**config.mk**
```make
export PLATFORM = sky130hd
export DESIGN_NAME = video_mode_ctrl
export DESIGN_NICKNAME = d
export VERILOG_FILES = /design/src/rtl/video_pkg.sv /design/src/rtl/sync_debounce.sv /design/src/rtl/video_mode_ctrl.sv
export SDC_FILE = /design/constraint.sdc
export NUM_CORES = 1
export LEC_CHECK = 0
export ABC_CLOCK_PERIOD_IN_PS = 3110
export BUFFER_PORTS_ARGS = -buffer_cell sky130_fd_sc_hd__buf_2
export CAP_MARGIN = 15
export CORE_UTILIZATION = 55
export DETAILED_ROUTE_END_ITERATION = 10
export HOLD_SLACK_MARGIN = 0.02
export PLACE_DENSITY = 0.72
export SLEW_MARGIN = 20
export SYNTH_ARGS = -nofsm -noshare
export SYNTH_HDL_FRONTEND = slang
export SYNTH_SLANG_ARGS = --single-unit
```
**constraint.sdc**
```tcl
create_clock -name clk_x2 -period 3.11 [get_ports clk_x2]
set_input_delay 0.7775 -clock clk_x2 [delete_from_list [all_inputs] [get_ports clk_x2]]
set_output_delay 0.7775 -clock clk_x2 [all_outputs]
set_load 0.05 [all_outputs]
```
**src/rtl/video_pkg.sv**
```systemverilog
// video_pkg: shared encodings, default timing thresholds and small helpers
// for the video mode controller and its sub-blocks.
package video_pkg;

  typedef enum logic [1:0] {
    MODE_NONE = 2'b00,
    MODE_15K  = 2'b01,
    MODE_31K  = 2'b10
  } mode_e;

  typedef enum logic [1:0] {
    ST_SEARCH  = 2'b00,
    ST_MEASURE = 2'b01,
    ST_LOCKED  = 2'b10
  } state_e;

  typedef enum logic [1:0] {
    CLS_BAD = 2'b00,
    CLS_15K = 2'b01,
    CLS_31K = 2'b10
  } class_e;

  typedef enum logic [1:0] {
    SCAN_NONE = 2'b00,
    SCAN_25   = 2'b01,
    SCAN_50   = 2'b10,
    SCAN_75   = 2'b11
  } scan_e;

  // Line periods are in clk_x2 cycles: 2048 nominal for 15 kHz, 1024 for 31 kHz, +-10%.
  localparam int unsigned DEF_L15_MIN    = 1843;
  localparam int unsigned DEF_L15_MAX    = 2253;
  localparam int unsigned DEF_L31_MIN    = 922;
  localparam int unsigned DEF_L31_MAX    = 1126;
  localparam int unsigned DEF_LOCK_LINES = 16;
  localparam int unsigned DEF_LOST_LINES = 4;
  localparam int unsigned DEF_DEBOUNCE   = 65535;

  localparam logic [11:0] PC_MAX = 12'hFFF;
  localparam logic [10:0] LC_MAX = 11'h7FF;

  // Classify a measured line period against the two acceptance windows.
  function automatic class_e classify(input logic [11:0] pc,
                                      input logic [11:0] lo15,
                                      input logic [11:0] hi15,
                                      input logic [11:0] lo31,
                                      input logic [11:0] hi31);
    class_e c;
    if ((pc >= lo15) && (pc <= hi15)) begin
      c = CLS_15K;
    end else if ((pc >= lo31) && (pc <= hi31)) begin
      c = CLS_31K;
    end else begin
      c = CLS_BAD;
    end
    return c;
  endfunction

  // Map a line class onto the externally visible mode encoding.
  function automatic mode_e cls_to_mode(input class_e c);
    mode_e m;
    case (c)
      CLS_15K: m = MODE_15K;
      CLS_31K: m = MODE_31K;
      default: m = MODE_NONE;
    endcase
    return m;
  endfunction

endpackage

```
**src/rtl/sync_debounce.sv**
```systemverilog
// sync_debounce: two-flop synchronizer followed by a stable-state counter.
// The stable state resets high so a button held through reset never
// produces a rising edge until it has been released and pressed again.
module sync_debounce #(
  parameter int unsigned DEBOUNCE = 65535
) (
  input  logic clk,
  input  logic reset_n,
  input  logic din,
  output logic rise
);

  localparam logic [15:0] CNT_LAST = 16'(DEBOUNCE - 1);

  logic        s1_r;
  logic        s2_r;
  logic        stable_r;
  logic        rise_r;
  logic [15:0] cnt_r;

  // Bring the raw button into the clock domain.
  always_ff @(posedge clk) begin
    if (!reset_n) begin
      s1_r <= 1'b1;
      s2_r <= 1'b1;
    end else begin
      s1_r <= din;
      s2_r <= s1_r;
    end
  end

  // Accept a new level only after DEBOUNCE consecutive differing samples.
  always_ff @(posedge clk) begin
    if (!reset_n) begin
      stable_r <= 1'b1;
      cnt_r    <= 16'd0;
      rise_r   <= 1'b0;
    end else if (s2_r != stable_r) begin
      if (cnt_r == CNT_LAST) begin
        stable_r <= s2_r;
        cnt_r    <= 16'd0;
        rise_r   <= s2_r;
      end else begin
        cnt_r  <= cnt_r + 16'd1;
        rise_r <= 1'b0;
      end
    end else begin
      cnt_r  <= 16'd0;
      rise_r <= 1'b0;
    end
  end

  assign rise = rise_r;

endmodule

```
**src/rtl/video_mode_ctrl.sv**
```systemverilog
// video_mode_ctrl: measures the input hsync period and lines per frame,
// classifies 15/31 kHz timing, locks on stable input and configures the
// scandoubler (bypass and user scanline intensity).
module video_mode_ctrl
  import video_pkg::*;
#(
  parameter int unsigned L15_MIN    = DEF_L15_MIN,
  parameter int unsigned L15_MAX    = DEF_L15_MAX,
  parameter int unsigned L31_MIN    = DEF_L31_MIN,
  parameter int unsigned L31_MAX    = DEF_L31_MAX,
  parameter int unsigned LOCK_LINES = DEF_LOCK_LINES,
  parameter int unsigned LOST_LINES = DEF_LOST_LINES,
  parameter int unsigned DEBOUNCE   = DEF_DEBOUNCE
) (
  input  logic        clk_x2,
  input  logic        reset_n,
  input  logic        hs_in,
  input  logic        vs_in,
  input  logic        btn_scan,
  input  logic        force_bypass,
  output logic        scandoubler_disable,
  output logic [1:0]  scanlines,
  output logic        locked,
  output logic [1:0]  mode,
  output logic [11:0] line_period,
  output logic [10:0] frame_lines,
  output logic        mode_chg
);

  localparam logic [11:0] L15_MIN_V = 12'(L15_MIN);
  localparam logic [11:0] L15_MAX_V = 12'(L15_MAX);
  localparam logic [11:0] L31_MIN_V = 12'(L31_MIN);
  localparam logic [11:0] L31_MAX_V = 12'(L31_MAX);
  localparam logic [7:0]  LOCK_V    = 8'(LOCK_LINES);
  localparam logic [7:0]  LOST_V    = 8'(LOST_LINES);

  logic        hs_s1_r, hs_s2_r, hs_d_r;
  logic        vs_s1_r, vs_s2_r, vs_d_r;
  logic        hs_fall_s, vs_fall_s;
  logic [11:0] pc_r, line_period_r;
  logic [10:0] lc_r, frame_lines_r, lc_inc_s;
  logic        timeout_s;
  class_e      cls_s, cls_r, cls_nxt;
  state_e      state_r, state_nxt;
  logic [7:0]  run_r, run_nxt, run_inc_s;
  logic [7:0]  miss_r, miss_nxt, miss_inc_s;
  mode_e       mode_r, mode_d_r, mode_nxt;
  logic        locked_r, locked_nxt, mode_chg_r;
  logic        sd_mode_r, sd_mode_nxt, disable_r, disable_nxt;
  logic [1:0]  setting_r, scan_r, scan_nxt;
  logic        btn_rise_s;

  sync_debounce #(
    .DEBOUNCE(DEBOUNCE)
  ) u_btn (
    .clk    (clk_x2),
    .reset_n(reset_n),
    .din    (btn_scan),
    .rise   (btn_rise_s)
  );

  // Synchronize hs/vs and keep one delayed copy for falling-edge detection.
  always_ff @(posedge clk_x2) begin
    if (!reset_n) begin
      hs_s1_r <= 1'b1;
      hs_s2_r <= 1'b1;
      hs_d_r  <= 1'b1;
      vs_s1_r <= 1'b1;
      vs_s2_r <= 1'b1;
      vs_d_r  <= 1'b1;
    end else begin
      hs_s1_r <= hs_in;
      hs_s2_r <= hs_s1_r;
      hs_d_r  <= hs_s2_r;
      vs_s1_r <= vs_in;
      vs_s2_r <= vs_s1_r;
      vs_d_r  <= vs_s2_r;
    end
  end

  assign hs_fall_s  = hs_d_r & ~hs_s2_r;
  assign vs_fall_s  = vs_d_r & ~vs_s2_r;
  assign cls_s      = classify(pc_r, L15_MIN_V, L15_MAX_V, L31_MIN_V, L31_MAX_V);
  assign timeout_s  = (pc_r == PC_MAX) && !hs_fall_s;
  assign run_inc_s  = run_r + 8'd1;
  assign miss_inc_s = miss_r + 8'd1;
  assign lc_inc_s   = (lc_r == LC_MAX) ? lc_r : (lc_r + 11'd1);

  // Saturating line period counter; an hs edge publishes and restarts it.
  always_ff @(posedge clk_x2) begin
    if (!reset_n) begin
      pc_r          <= 12'd0;
      line_period_r <= 12'd0;
    end else if (hs_fall_s) begin
      line_period_r <= pc_r;
      pc_r          <= 12'd1;
    end else if (pc_r != PC_MAX) begin
      pc_r <= pc_r + 12'd1;
    end
  end

  // Count hs edges per frame; an hs edge coinciding with vs closes the old frame.
  always_ff @(posedge clk_x2) begin
    if (!reset_n) begin
      lc_r          <= 11'd0;
      frame_lines_r <= 11'd0;
    end else if (vs_fall_s) begin
      frame_lines_r <= hs_fall_s ? lc_inc_s : lc_r;
      lc_r          <= 11'd0;
    end else if (hs_fall_s) begin
      lc_r <= lc_inc_s;
    end
  end

  // Lock FSM state register together with its run/miss/class bookkeeping.
  always_ff @(posedge clk_x2) begin
    if (!reset_n) begin
      state_r <= ST_SEARCH;
      run_r   <= 8'd0;
      miss_r  <= 8'd0;
      cls_r   <= CLS_BAD;
    end else begin
      state_r <= state_nxt;
      run_r   <= run_nxt;
      miss_r  <= miss_nxt;
      cls_r   <= cls_nxt;
    end
  end

  // Lock FSM next state: build a run of same-class lines, tolerate a few misses.
  always_comb begin
    state_nxt = state_r;
    run_nxt   = run_r;
    miss_nxt  = miss_r;
    cls_nxt   = cls_r;
    case (state_r)
      ST_SEARCH: begin
        if (hs_fall_s && (cls_s != CLS_BAD)) begin
          state_nxt = ST_MEASURE;
          run_nxt   = 8'd1;
          cls_nxt   = cls_s;
        end else begin
          state_nxt = ST_SEARCH;
        end
      end
      ST_MEASURE: begin
        if (hs_fall_s) begin
          if (cls_s == CLS_BAD) begin
            state_nxt = ST_SEARCH;
            run_nxt   = 8'd0;
          end else if (cls_s != cls_r) begin
            state_nxt = ST_MEASURE;
            run_nxt   = 8'd1;
            cls_nxt   = cls_s;
          end else if (run_inc_s == LOCK_V) begin
            state_nxt = ST_LOCKED;
            run_nxt   = run_inc_s;
            miss_nxt  = 8'd0;
          end else begin
            state_nxt = ST_MEASURE;
            run_nxt   = run_inc_s;
          end
        end else if (timeout_s) begin
          state_nxt = ST_SEARCH;
          run_nxt   = 8'd0;
        end else begin
          state_nxt = ST_MEASURE;
        end
      end
      ST_LOCKED: begin
        if (hs_fall_s) begin
          if (cls_s == cls_r) begin
            state_nxt = ST_LOCKED;
            miss_nxt  = 8'd0;
          end else if (miss_inc_s == LOST_V) begin
            state_nxt = ST_SEARCH;
            miss_nxt  = 8'd0;
            run_nxt   = 8'd0;
          end else begin
            state_nxt = ST_LOCKED;
            miss_nxt  = miss_inc_s;
          end
        end else if (timeout_s) begin
          state_nxt = ST_SEARCH;
          miss_nxt  = 8'd0;
          run_nxt   = 8'd0;
        end else begin
          state_nxt = ST_LOCKED;
        end
      end
      default: begin
        state_nxt = ST_SEARCH;
        run_nxt   = 8'd0;
        miss_nxt  = 8'd0;
        cls_nxt   = CLS_BAD;
      end
    endcase
  end

  // Output decode: mode follows the lock, bypass holds its last value while no mode is known.
  always_comb begin
    locked_nxt = (state_nxt == ST_LOCKED);
    if (state_nxt == ST_LOCKED) begin
      mode_nxt = cls_to_mode(cls_nxt);
    end else begin
      mode_nxt = MODE_NONE;
    end
    case (mode_r)
      MODE_15K: sd_mode_nxt = 1'b0;
      MODE_31K: sd_mode_nxt = 1'b1;
      default:  sd_mode_nxt = sd_mode_r;
    endcase
    disable_nxt = force_bypass | sd_mode_nxt;
    if (disable_nxt) begin
      scan_nxt = SCAN_NONE;
    end else begin
      scan_nxt = setting_r;
    end
  end

  // Registered outputs; mode_chg flags a mode change one cycle after it happens.
  always_ff @(posedge clk_x2) begin
    if (!reset_n) begin
      locked_r   <= 1'b0;
      mode_r     <= MODE_NONE;
      mode_d_r   <= MODE_NONE;
      mode_chg_r <= 1'b0;
      sd_mode_r  <= 1'b0;
      disable_r  <= 1'b0;
      scan_r     <= SCAN_NONE;
    end else begin
      locked_r   <= locked_nxt;
      mode_r     <= mode_nxt;
      mode_d_r   <= mode_r;
      mode_chg_r <= (mode_r != mode_d_r);
      sd_mode_r  <= sd_mode_nxt;
      disable_r  <= disable_nxt;
      scan_r     <= scan_nxt;
    end
  end

  // User scanline setting steps on each debounced press, wrapping 11 -> 00.
  always_ff @(posedge clk_x2) begin
    if (!reset_n) begin
      setting_r <= SCAN_NONE;
    end else if (btn_rise_s) begin
      setting_r <= setting_r + 2'd1;
    end
  end

  assign scandoubler_disable = disable_r;
  assign scanlines           = scan_r;
  assign locked              = locked_r;
  assign mode                = mode_r;
  assign line_period         = line_period_r;
  assign frame_lines         = frame_lines_r;
  assign mode_chg            = mode_chg_r;

endmodule
```
==> results of run 1 <==
[synth_stat cells (all sizes together) (2+ instances only)]
library cell / n / share of area (%)
buf: 9 / 1.1
and2: 7 / 0.90
clkbuf: 20 / 1.5
nand4: 9 / 1.2
xnor2: 19 / 3.8
or4: 3 / 0.54
nand2: 74 / 5.7
ha: 12 / 3.1
a21o: 2 / 0.31
and3: 9 / 1.2
nand2b: 9 / 1.2
a21bo: 4 / 0.83
mux2i: 4 / 0.83
o21ai: 26 / 2.7
or3: 4 / 0.52
a31oi: 8 / 1.2
a2111oi: 2 / 0.78
nor2: 62 / 4.8
dfxtp: 104 / 43
o32ai: 2 / 0.52
nor2b: 6 / 0.78
o31ai: 3 / 0.75
a22o: 8 / 1.4
nand3b: 4 / 0.70
a2bb2oi: 3 / 0.67
xor2: 24 / 4.3
o2111ai: 2 / 0.49
a211oi: 4 / 0.72
o311a: 3 / 1.1
nor3: 10 / 1.0
a21oi: 33 / 3.7
inv: 17 / 1.3
nand3: 29 / 3.3
[cell families after synthesis]
logic type / Yosys count / synth area share [%]
DFF: 104 / 43.0
xor gates and xnor gates: 43 / 8.16
and+or+nand+nor: 234 / 23.6
adders and majority gates: 13 / 3.31
AOI/OAI and AO/OA: 110 / 16.9
buffers and inverters: 46 / 3.95
muxes: 5 / 1.14
[layout make-up]
cell class                 instances  area (um2)
fill                             735        3130
multi-input combinational        405        2570
sequential                       104        2080
clock inverter                     6        62.6
inverter                          17        63.8
clock buffer                      10         128
timing repair buffer              40         213
tap                              105         131
[stage by stage]
step | setup WS, ns | utilization (%) | total power, mW
3_3_place_gp | 0.590 | 60.4 | 1.46
5_1_grt | 0.326 | 62.6 | 2.33
6_report | 0.482 | 62.6 | 2.23
2_1_floorplan | 0.700 | - | 1.44
4_1_cts | 0.485 | 62.6 | 2.26
3_5_place_dp | 0.504 | 60.4 | 1.46
[per-layer routing]
metal / wire length (um) / global-route usage [%] / up-vias
met5: 0 / 0 / -
met4: 178 / 9.70 / 0
met3: 352 / 3.48 / 15
met2: 4140 / 34.6 / 88
met1: 4650 / 29.0 / 1760
li1: - / - / 1959
[critical path, cell delays in order, from the launching register on]
cell and delay (ns):
dfxtp_1 0.49, inv_1 0.12, ha_1 0.19, nand4bb_1 0.20
a211oi_2 0.35, a21oi_4 0.11, xnor2_4 0.23, nand3_4 0.13
o311a_4 0.44, mux2_4 0.26
[sequential cells by signal (all words and copies together), names as in the netlist, 2 cells and up]
| name | count |
|---|---|
| line_period | 12 |
| setting_r | 2 |
| scanlines | 2 |
| miss_r | 8 |
| run_r | 8 |
| pc_r | 12 |
| cls_r | 2 |
| mode | 2 |
| frame_lines | 11 |
| mode_d_r | 2 |
| lc_r | 11 |
| u_btn.cnt_r | 16 |
| state_r | 2 |
[where the power goes]
group | internal [mW] | switching (mW) | total (mW)
Sequential | 1.34 | 0.0106 | 1.35
Combinational | 0.0224 | 0.0533 | 0.0757
Clock | 0.313 | 0.490 | 0.803
Total | 1.68 | 0.554 | 2.23
[how the worst min path moves through the flow]
stage / end / depth (start not counted) / slack (ns)
3_5_place_dp: vs_s2_r / 1 / 0.39
4_1_cts: vs_s2_r / 1 / 0.42
3_3_place_gp: u_btn.s2_r / 1 / 0.39
2_1_floorplan: hs_s2_r / 1 / 0.39
5_1_grt: vs_s2_r / 1 / 0.43
6_report: vs_s2_r / 1 / 0.41
[cells in the final DEF (no fill, tap or decap), types with 2 or more instances in the layout]
master / n
a21bo_2: 2
nand3b_1: 3
o21ai_0: 19
and2_1: 7
a21oi_1: 31
clkbuf_8: 9
or4_1: 2
nand2b_1: 9
nor3_1: 10
a31oi_1: 7
buf_2: 35
nand2_1: 74
or3_1: 4
o31ai_1: 2
xnor2_1: 18
o311a_4: 2
a22o_1: 8
ha_1: 12
mux2i_1: 4
inv_1: 17
o21ai_1: 7
a21o_1: 2
a2bb2oi_1: 2
nor2b_1: 6
a211oi_1: 3
and3_1: 9
clkinv_4: 2
buf_4: 5
nand3_1: 28
a21bo_1: 2
xor2_1: 24
dfxtp_1: 104
inv_6: 2
nand4_1: 9
nor2_1: 62
==> impl_metrics.toml, run 1 <==
[outcome]
status = "finished, final reports clean"

[sta]
period_share_pct = 84.5
final_hold_viol_count = 0
slew_headroom_pct = 38.7
setup_tns_ns = 0
slew_violations = 0
finalClockSkew_ns = 0.0126
worstMarginPinSlew_ns = 0.917
min_period_ns = 2.63
setup_viol = 0
fmax_mhz = 381
rsz0062_at_grt = "false"
fin_hold_ws_ns = 0.415

[finish]
diodes = 0
layout-drive-gt1-share_pct = 13.1
area.growth.synth_to_final_pct = 8.40
design_area_um2 = 5250
final_cells = 687
nets = 595

[routing]
vias_per_cell = 5.56
postRouteAntennaNets = 0
dr.pass1.iters = 4
wirelength_um = 9320
dr_total_vias = 3822
drc = 0
drt_iter0_markers = 147
post_drt_wl_per_cell_um = 13.6

[global_route]
grt_pass1_wl_um = 15600
track_usage_pct = 21.7
grt_max_degree = 24
grt.overflow.total = 0
grt_pass1_vias = 3435
antenna_found_initial = 0

[die]
io_pins = 36
fp-row-count = 33
die_y_um = 95.8
initial_core_util_pct = 57.8
dieArea_um2 = 9190
die_w_um = 95.8
core_area_um2 = 8380

[yosys]
yosys_warnings = 0
synth_area_um2 = 4840
synth_area_per_cell_um2 = 8.73
ys_types = 72
ys_async_sr_fraction_pct = 0
synth_seq_area_share_pct = 43.0
synth_fp_nets = 573
ys.flop_type = "dfxtp_1"
synth_cells = 555
synth-edff-count = 0
synth_seq_cells = 104

[clock_tree]
clock_latency_ns = 0.37
clk_pin_slew_worst_paths_ns = 0.11
h-tree-depth = 3
ctsRootBufferMaster = "clkbuf_8"
cts-resized-gates = 0
postCtsSetupRepairBufs = 0
tritoncts = "built"
hold_buffers = 0
clockBufferDepth = 2
numCtsBuffers = 9
clock_sinks = 104

[critical_path]
worstPathRequired_ns = 3.37
rr_endpoint = "miss_r[0]"
crit_end = "miss_r[0]"
cp-end-kind = "flip-flop"
reg2reg_setup_slack_ns = 0.48
crit_fanout = 8
path_class = "flip-flop to flip-flop"
r2r-start = "pc_r[1]"
crit_arrival_ns = 2.89
startpoint_type = "flip-flop"
reg2reg_depth = 9
startpoint = "pc_r[1]"

[hold_path]
hp-start = "vs_s1_r"
min_path_type = "flip-flop to flip-flop"

[place]
portBuffers = 35
placed_area_um2 = 5060
place_congestion = 0.846
hpwl_um = 6600
dp.cells = 671

[power_and_ir_drop]
ir_drop_v = 0.000251
powerDensity_nw_per_um2 = 425
p_leak_nw = 1.94

[run]
cap_violations = 0
No activity file was read; power rests on OpenSTA's default activity.
==> run 2: changes to the inputs <==
--- a/config.mk
+++ b/config.mk
@@ -5,13 +5,13 @@
 export SDC_FILE = /design/constraint.sdc
 export NUM_CORES = 1
 export LEC_CHECK = 0
-export ABC_CLOCK_PERIOD_IN_PS = 3110
+export ABC_CLOCK_PERIOD_IN_PS = 2100
 export BUFFER_PORTS_ARGS = -buffer_cell sky130_fd_sc_hd__buf_2
 export CAP_MARGIN = 15
-export CORE_UTILIZATION = 55
+export CORE_UTILIZATION = 54
 export DETAILED_ROUTE_END_ITERATION = 10
 export HOLD_SLACK_MARGIN = 0.02
-export PLACE_DENSITY = 0.72
+export PLACE_DENSITY = 0.74
 export SLEW_MARGIN = 20
 export SYNTH_ARGS = -nofsm -noshare
 export SYNTH_HDL_FRONTEND = slang
==> constraint.sdc (replaced) <==
create_clock -name clk_x2 -period 2.1 [get_ports clk_x2]
set_input_delay 0.525 -clock clk_x2 [delete_from_list [all_inputs] [get_ports clk_x2]]
set_output_delay 0.525 -clock clk_x2 [all_outputs]
set_load 0.05 [all_outputs]
==> impl_metrics.toml, run 2 (synthesis gave the netlist of run 1 again) <==
[die]
dieArea_um2 = 9350
die_w_um = 96.7
core_area_um2 = 8720
initial_core_util_pct = 55.5
io_pins = 36
die_y_um = 96.7
fp-row-count = 34

[sta]
period_share_pct = 114
finalClockSkew_ns = 0.0214
worstMarginPinSlew_ns = 0.475
rsz0062_at_grt = "true"
min_period_ns = 2.39
slew_headroom_pct = 68.3
slew_violations = 0
setup_viol = 22
fmax_mhz = 418
final_hold_viol_count = 0
fin_ws_ns = -0.293

[finish]
layout-drive-gt1-share_pct = 27.6
design_area_um2 = 6130
final_common_cell = "dfxtp_1"
nets = 668
diodes = 0
largest_reg_flops = 16
final_cell_mix = "100 x dfxtp_1, 74 x nand2_1, 70 x buf_4"
final_cells = 763
area.growth.synth_to_final_pct = 26.6
regMostFlops = "u_btn.cnt_r"

[routing]
postRouteAntennaNets = 0
post_drt_wl_per_cell_um = 14.9
dr.pass1.iters = 6
drc = 0
dr_total_vias = 4237
wirelength_um = 11300
drt_iter0_markers = 138
vias_per_cell = 5.55

[place]
portBuffers = 35
place_congestion = 0.868
hpwl_um = 7540
dp.cells = 735
placed_area_um2 = 5550

[critical_path]
max_stage_delay_ns = 0.57
reg2reg_setup_slack_ns = -0.29
crit_fanout = 6
crit_arrival_ns = 2.71
startpoint_type = "flip-flop"
crit_family = "compound AO/OA/AOI/OAI gates"
worstPathRequired_ns = 2.41
path_class = "flip-flop to flip-flop"
critical_path_buf_inv_count = 2
worstPathCellList = "or4_4 > a21oi_4 > buf_6 > nand3b_1 > buf_4 > a2111oi_4 > a221oi_1 > a21oi_1"
cp-end-kind = "flip-flop"
cp_slowest_cell = "or4_4"

[clock_tree]
numCtsBuffers = 9
clock_sinks = 104
clock_latency_ns = 0.38
ctsRootBufferMaster = "clkbuf_8"
h-tree-depth = 3
clk_pin_slew_worst_paths_ns = 0.12
clockBufferDepth = 2
tritoncts = "built"

[global_route]
grt_pass1_wl_um = 18000
grt_pass1_vias = 4062
track_usage_pct = 23.1
grt_max_degree = 21
grt.overflow.total = 0
antenna_found_initial = 0

[outcome]
status = "finished with violations"
violations = "negative setup slack"

[power_and_ir_drop]
ir_drop_v = 0.000536
p_comb_share_pct = 4.5
p_leak_nw = 2.36
p_seq_share_pct = 56.8
powerDensity_nw_per_um2 = 575
netSwitchingPower_mw = 0.888
swShare_pct = 25.2
cell_internal_pwr_mw = 2.64
clock_power_share_pct = 38.7

[hold_path]
min_path_type = "input pin to flip-flop"

[run]
cap_violations = 0
run 2: cell types whose count changed in the layout (fill, tap and decap cells not counted), sizes merged:
| cell | delta |
|---|---|
| inv | +2 |
| buf | +73 |
| bufinv | +1 |
| clkinv | -2 |
| clkbuf | -1 |
run 2: power groups by stage:
stage | Combinational, mW | Sequential [mW] | Clock (mW)
after floorplan | 0.0765 | 2.05 | 0
after global placement | 0.134 | 2.04 | 0
after detailed placement | 0.140 | 2.05 | 0
after CTS | 0.146 | 2.00 | 1.38
after global routing | 0.172 | 2.00 | 1.48
final | 0.159 | 2.00 | 1.37
run 2: final timing paths:
check	startpoint	to	depth (start not counted)
setup / recovery	pc_r[8]	run_r[6]	8
hold / removal	vs_in	vs_s1_r	2
setup reg to reg	pc_r[8]	run_r[6]	8
hold reg to reg	hs_s1_r	hs_s2_r	1
run 2: layout make-up:
type                    instances  area [um2]
multi-input cells             405        2820
fillers                       639        2590
flip-flops and latches        104        2090
repair buffers                113         800
well taps                     108         135
clock buffers                   9         124
clock inverters                 7        92.6
inverters                      17        68.8
run 2: worst reg2reg max path, stage by stage, from the launching register on:
cell	delay, ns
dfxtp_4	0.38
or4_4	0.57
a21oi_4	0.28
buf_6	0.15
nand3b_1	0.16
buf_4	0.22
a2111oi_4	0.34
a221oi_1	0.10
a21oi_1	0.15
run 2: what timing repair did:
action | in CTS | in global routing
hold buffers | 0 | 0
gates resized for setup | 17 | 36
setup buffers | 4 | 8
pin swaps | 12 | 18
endpoints found under the setup margin | 21 | 32
endpoints found under the hold margin | 0 | 0
run 2: metal layers:
layer / part of all wire, % / global-route usage, %
met5: 0 / 0
met2: 50 / 38.8
met3: 4.0 / 5.35
met4: 1.8 / 9.18
met1: 45 / 28.7
run 2: per-stage QoR:
step                util [%]  setup WS (ns)  hold WS (ns)  TNS (ns)  total power [mW]
floorplan                  -         -0.197         0.386     -1.29              2.13
global placement        63.7         -0.174         0.391     -2.29              2.18
detailed placement      63.7         -0.231         0.396     -3.15              2.18
CTS                     67.4         -0.232         0.318     -3.51              3.53
global route            70.3         -0.353         0.309     -5.45              3.66
finish                  70.3         -0.293         0.325     -4.08              3.53
